[config.mk]
export PLATFORM = sky130hd
export DESIGN_NAME = cursor_stepper
export DESIGN_NICKNAME = d
export VERILOG_FILES = /design/src/rtl/cursor_pkg.sv /design/src/rtl/cursor_axis.sv /design/src/rtl/cursor_stepper.sv
export SDC_FILE = /design/constraint.sdc
export NUM_CORES = 1
export LEC_CHECK = 0
export ABC_AREA = 1
export BUFFER_PORTS_ARGS = -buffer_cell sky130_fd_sc_hd__clkbuf_2
export CORE_ASPECT_RATIO = 0.6
export CORE_MARGIN = 8
export CORE_UTILIZATION = 29
export DETAILED_ROUTE_END_ITERATION = 6
export PLACE_DENSITY = 0.5
export SKIP_CTS_REPAIR_TIMING = 1
export SYNTH_ARGS = -nofsm -noshare
export SYNTH_HDL_FRONTEND = slang
export SYNTH_HIERARCHICAL = 1
export SYNTH_SLANG_ARGS = --single-unit
export TNS_END_PERCENT = 30
[constraint.sdc]
create_clock -name clk_in -period 2.9 [get_ports clk_in]
set_clock_uncertainty 0.1 [all_clocks]
set_input_delay 0.145 -clock clk_in [delete_from_list [all_inputs] [get_ports clk_in]]
set_output_delay 0.145 -clock clk_in [all_outputs]
set_load 0.05 [all_outputs]
[src/rtl/cursor_pkg.sv]
// cursor_pkg: shared state encoding and default geometry for the cursor stepper
package cursor_pkg;
  typedef enum logic [1:0] {IDLE, SLOW, FAST} state_e;
  localparam int H_RES_DEF = 640;
  localparam int V_RES_DEF = 480;
  localparam int POS_W_DEF = 10;
endpackage

[src/rtl/cursor_axis.sv]
// cursor_axis: one-axis step with clamped bounds, or toroidal bounds when CURSOR_WRAP_EN is defined
module cursor_axis
  import cursor_pkg::*;
#(
  parameter int RES   = H_RES_DEF,
  parameter int POS_W = POS_W_DEF
) (
  input  logic [POS_W-1:0] pos_i,
  input  logic [1:0]       dir_i,
  input  logic [POS_W-1:0] step_i,
  output logic [POS_W-1:0] pos_o,
  output logic             changed_o
);
  localparam logic [POS_W:0] RES_L = (POS_W+1)'(RES);
  logic [POS_W:0] pos_w, step_w, sum, nxt;
  logic inc, dec;
  assign pos_w = {1'b0, pos_i};
  assign step_w = {1'b0, step_i};
  assign inc = dir_i == 2'b01;
  assign dec = dir_i == 2'b11;
  assign sum = pos_w + step_w;
  // dir encoding: 01 = +1, 11 = -1, 00 = hold
  always_comb begin
`ifdef CURSOR_WRAP_EN
    nxt = inc ? (sum >= RES_L ? sum - RES_L : sum) :
          dec ? (step_w > pos_w ? pos_w + RES_L - step_w : pos_w - step_w) : pos_w;
`else
    nxt = inc ? (sum >= RES_L ? RES_L - 1'b1 : sum) :
          dec ? (step_w > pos_w ? '0 : pos_w - step_w) : pos_w;
`endif
  end
  assign pos_o = nxt[POS_W-1:0];
  assign changed_o = nxt != pos_w;
endmodule

[src/rtl/cursor_stepper.sv]
// cursor_stepper: four buttons to (x, y) cursor with tick divider, hold acceleration; CURSOR_WRAP_EN selects toroidal bounds
module cursor_stepper
  import cursor_pkg::*;
#(
  parameter int H_RES      = H_RES_DEF,
  parameter int V_RES      = V_RES_DEF,
  parameter int POS_W      = POS_W_DEF,
  parameter int X_INIT     = 360,
  parameter int Y_INIT     = 200,
  parameter int TICK_DIV   = 500000,
  parameter int ACCEL_HOLD = 32,
  parameter int FAST_STEP  = 4
) (
  input  logic             clk_in,
  input  logic             rst_n,
  input  logic             BTN_EAST,
  input  logic             BTN_WEST,
  input  logic             BTN_NORTH,
  input  logic             BTN_SOUTH,
  output logic [POS_W-1:0] x_pos,
  output logic [POS_W-1:0] y_pos,
  output logic             moving
);
  localparam int TW = $clog2(TICK_DIV);
  localparam int HW = $clog2(ACCEL_HOLD + 1);
  localparam logic [TW-1:0] TICK_LAST = TW'(TICK_DIV - 1);
  localparam logic [HW-1:0] HOLD_MAX = HW'(ACCEL_HOLD);
  localparam logic [POS_W-1:0] FAST_L = POS_W'(FAST_STEP);
  localparam logic [POS_W-1:0] ONE_L = POS_W'(1);
  localparam logic [POS_W-1:0] X_INIT_L = POS_W'(X_INIT);
  localparam logic [POS_W-1:0] Y_INIT_L = POS_W'(Y_INIT);

  logic [3:0] s1_q, s2_q;
  logic [TW-1:0] cnt_q, cnt_d;
  logic [HW-1:0] hold_q, hold_d, hold_inc;
  state_e st_q, st_d;
  logic [POS_W-1:0] x_q, x_d, y_q, y_d, x_nxt, y_nxt, step;
  logic moving_q, moving_d, tick, active, x_chg, y_chg;
  logic [1:0] xdir, ydir;

  // s2_q bits: [3]=east [2]=west [1]=north [0]=south; opposing presses cancel
  assign xdir = {s2_q[2] & ~s2_q[3], s2_q[3] ^ s2_q[2]};
  assign ydir = {s2_q[1] & ~s2_q[0], s2_q[1] ^ s2_q[0]};
  assign step = st_q == FAST ? FAST_L : ONE_L;

  cursor_axis #(.RES(H_RES), .POS_W(POS_W)) u_x (
    .pos_i(x_q), .dir_i(xdir), .step_i(step), .pos_o(x_nxt), .changed_o(x_chg)
  );

  cursor_axis #(.RES(V_RES), .POS_W(POS_W)) u_y (
    .pos_i(y_q), .dir_i(ydir), .step_i(step), .pos_o(y_nxt), .changed_o(y_chg)
  );

  // tick divider, hold/state advance and position update, all gated by tick
  always_comb begin
    tick = cnt_q == TICK_LAST;
    cnt_d = tick ? '0 : cnt_q + 1'b1;
    active = xdir[0] | ydir[0];
    hold_inc = hold_q == HOLD_MAX ? hold_q : hold_q + 1'b1;
    hold_d = !tick ? hold_q : active ? hold_inc : '0;
    st_d = !tick ? st_q : !active ? IDLE : hold_inc == HOLD_MAX ? FAST : SLOW;
    x_d = tick ? x_nxt : x_q;
    y_d = tick ? y_nxt : y_q;
    moving_d = tick & (x_chg | y_chg);
  end

  // synchroniser and state registers with synchronous active-low reset
  always_ff @(posedge clk_in) begin
    if (!rst_n) begin
      s1_q <= '0;
      s2_q <= '0;
      cnt_q <= '0;
      hold_q <= '0;
      st_q <= IDLE;
      x_q <= X_INIT_L;
      y_q <= Y_INIT_L;
      moving_q <= 1'b0;
    end else begin
      s1_q <= {BTN_EAST, BTN_WEST, BTN_NORTH, BTN_SOUTH};
      s2_q <= s1_q;
      cnt_q <= cnt_d;
      hold_q <= hold_d;
      st_q <= st_d;
      x_q <= x_d;
      y_q <= y_d;
      moving_q <= moving_d;
    end
  end

  assign x_pos = x_q;
  assign y_pos = y_q;
  assign moving = moving_q;
endmodule

==> reports/summary.md <==
* completed — outcome
* 90 ps — register-to-register setup slack
* 1144 ps — Slew @ Worst Pin
* 963 — Gate Count Post-Synth
* rst_n — Worst Min Path Start
* 5 — Initial DRT Pass Iterations
* met1 — most heavily used metal layer in global routing
* 0 — post-synthesis async set-or-reset flop share
* 28350 um — global-route wire length before repair
* nand2_1 (257), inv_1 (152), nor2_1 (101) — most frequent cells in the layout
* 0 — number of antenna violations at the first check in global routing
* 0.1001 — Synth Area in Compound Gates
* 0.4232 — synthesized-area fraction occupied by and/or/nand/nor cells
* 0 — total congestion overflow after global routing
* 40 — number of placement rows
* st_q[1] — reg-to-reg startpoint
* 4238 um2 — multi-input gate area in the final layout
* 0.2127 — share of layout cells above drive strength 1
* 1124 um2 — sequential cell area in the final layout
* 2 — number of buffers on the longest clock path
* 43 — unique cell type count in the Yosys netlist
* 2 — level count of the clock H-tree
* 0.03724 — GR Layer Usage met3
* in2reg — Min-Delay Path Class
* 125.4 um — Die Ht
* flop — crit path capture type
* 1359 — Non-Filler Instances
* 5786 um2 — cell area after synthesis
* 0 — post-detailed-route count of antenna-violating nets
* 0 — drc violations
* 26 — count of buffers inserted at the top-level ports
* st_q[1] — critical path startpoint
* 573 — 1st-iter DRT viols
* nand2_1 — most common cell after layout, fill and taps aside
* yes — clock tree from TritonCTS
* 0 — Post-synth EDFFs
* 2813 ps — clock period minus worst slack
* 6703 um2 — area of placed instances
* 56 — TritonCTS sink count
* dfxtp_1 — most used flip-flop cell after synthesis
* 5240 — vias in the first global route
* 0.2927 — initial core utilization
* clkbuf_16 — clock root buffer
* 0.1112 — adder-cell share of the synthesized area
* 0.1414 — combined global-route utilization of all metal layers
* 0 — Inserted Diodes
* 0 — max-slew violation count
* 2920 ps — data arrival time of the critical path
* 0.2402 — routing usage on met1
* 2178 — filler cell count
* 0.2543 mV — maximum VDD drop
* 24870 um2 — Die Outline Area
* 6 — warning count from the yosys run
* 0 — max-cap check violation count
* flop — launching element type of the critical path
* 355.5 MHz — maximum clock frequency
* true — unrepaired setup endpoints after global routing
* simple AND/OR/NAND/NOR gates — largest family of logic cells by synthesized area
* 14370 um — final HPWL from detailed placement
* 0.9699 — fin crit share
* 0.1692 — GR Layer Usage met2
* 0 — number of endpoints failing setup at the final stage
* 3.625 nW — leakage dissipation
* 6.008 um2 — post-synthesis average cell area
* 0.2327 — relative max-transition margin
* 0 — share of synthesized area spent on multiplexers
* 13.05 um — routed len/inst
* 25.35% — Area Growth Syn to Fin
* 5 — CTS buffer count
* 80 ps — clock-pin slew on the worst setup and hold paths
* 0 — number of hold-slack violations in the final timing report
* 19770 um2 — CORE AREA
* 263.0 nW/um2 — Pwr per Cell Area
* 4.445 — Via-to-Cell Ratio
* 198.3 um — Chip Width
* 0.8919 — GP Congestion
* 1140 — number of nets in the final layout
* 310 ps — Clk Latency, worst-skew pair
* 56 — register bit count reported by yosys
* 1338 — number of cells after detailed placement
* 28 — pin count of the biggest net entering global routing
* reg2reg — type of the setup path with the least slack
* 7252 um2 — Post-Layout Inst Area
* 3010 ps — Req. time, crit path
* 0.03028 — xor and xnor fraction of the mapped netlist area
* 8 — largest driver fanout on the critical path
* 6041 — total via count in the routed design
* 27 — Boundary Pins
* 17730 um — Detailed Route WL
* 0.1938 — sequential area share after synthesis
## power by group
group / switching (mW) / internal (mW) / total (mW)
Clock: 0.312 / 0.324 / 0.636
Sequential: 0.00482 / 0.777 / 0.782
Combinational: 0.308 / 0.182 / 0.490
Total: 0.625 / 1.28 / 1.91
## registers in the layout, indices dropped and copies added (netlist names)
signal  count
cnt_q      19
hold_q      6
moving      1
s1_q        4
s2_q        4
st_q        2
x_pos      10
y_pos      10
## critical path: stages (launching register included)
cell     delay [ps]
dfxtp_2         340
inv_2            40
nor2_4          130
buf_6           140
inv_4            40
ha_4            290
buf_6           110
nor2_4           30
nand3_2         100
nand3_2         100
a21oi_2         160
nand2_2          80
nor2_4          120
buf_12          140
buf_6            90
nand4_1         140
nand3_1         130
nand3_1          90
nor2_1          130
nand3_1          90
nor2_1           90
nor2_1           50
## cell type report
class / count / area share
clock inverter: 2 / 0.001898
multi-input combinational: 745 / 0.5844
inverter: 175 / 0.09161
clock buffer: 6 / 0.01777
tap: 273 / 0.04710
timing repair buffer: 102 / 0.1023
sequential: 56 / 0.1549
## routing by layer
layer,wire [um],part of all wire,vias up
li1,-,-,3227
met1,10460,0.59,2670
met2,5984,0.34,140
met3,1242,0.070,4
met4,40,0.0023,0
met5,0,0,-
## metrics by stage
stage          TNS, ps  total power [mW]    util  hold slack (ps)  setup WS (ps)
6_report             0             1.907  0.3668            130.7          87.18
5_1_grt         -100.5             2.027  0.3668            148.3         -100.5
4_1_cts         -107.5             1.876  0.3463           -90.61         -107.5
3_5_place_dp    -86.16             1.229  0.3391            236.5         -86.16
3_3_place_gp    -60.42             1.234  0.3391            225.9         -60.42
2_1_floorplan        0             1.115       -            142.6          184.8
## synth_stat cells (2+ instances only)
master      n  area share
buf_2       8      0.0069
o21bai_1    6      0.0078
inv_2      13      0.0084
a22oi_1     2      0.0026
nor2_4      3      0.0058
nand3b_1    8       0.010
nor2_2      7      0.0076
nand4_1    16       0.017
dfxtp_1    56        0.19
nand2_4     3      0.0058
nand3_2    13       0.022
nand2_2    11       0.012
ha_1       45       0.097
xnor2_1     5      0.0076
o21ai_1    15       0.013
a21oi_1    30       0.026
nor2_1    106       0.069
o21ai_0    25       0.022
nand2_1   273        0.18
o211ai_1    4      0.0052
buf_4       6      0.0078
inv_1     158        0.10
fa_1        4       0.014
nand3_1    84       0.073
a21oi_2     8       0.012
clkinv_1    3      0.0019
and2_1      2      0.0022
xor2_1     15       0.023
o21ai_2     4      0.0061
nor3_1     11      0.0095
buf_6       5      0.0097
or2_2       3      0.0032
## worst paths after layout
kind	endpoint	depth (start not counted)
worst min register to register	s2_q[2]	2
worst min-delay path	s1_q[2]	3
worst max register to register	moving	21
worst max-delay path	moving	21
## cell families (layout without fill, tap and decap cells)
group           Yosys count  count (layout)
simple gates            544             544
buf+inv                 195             285
compound gates           98              98
flops                    56              56
fa+ha+maj                49              49
xor+xnor                 20              20
other cells               1              34
Power figures use the tool's default switching activity.
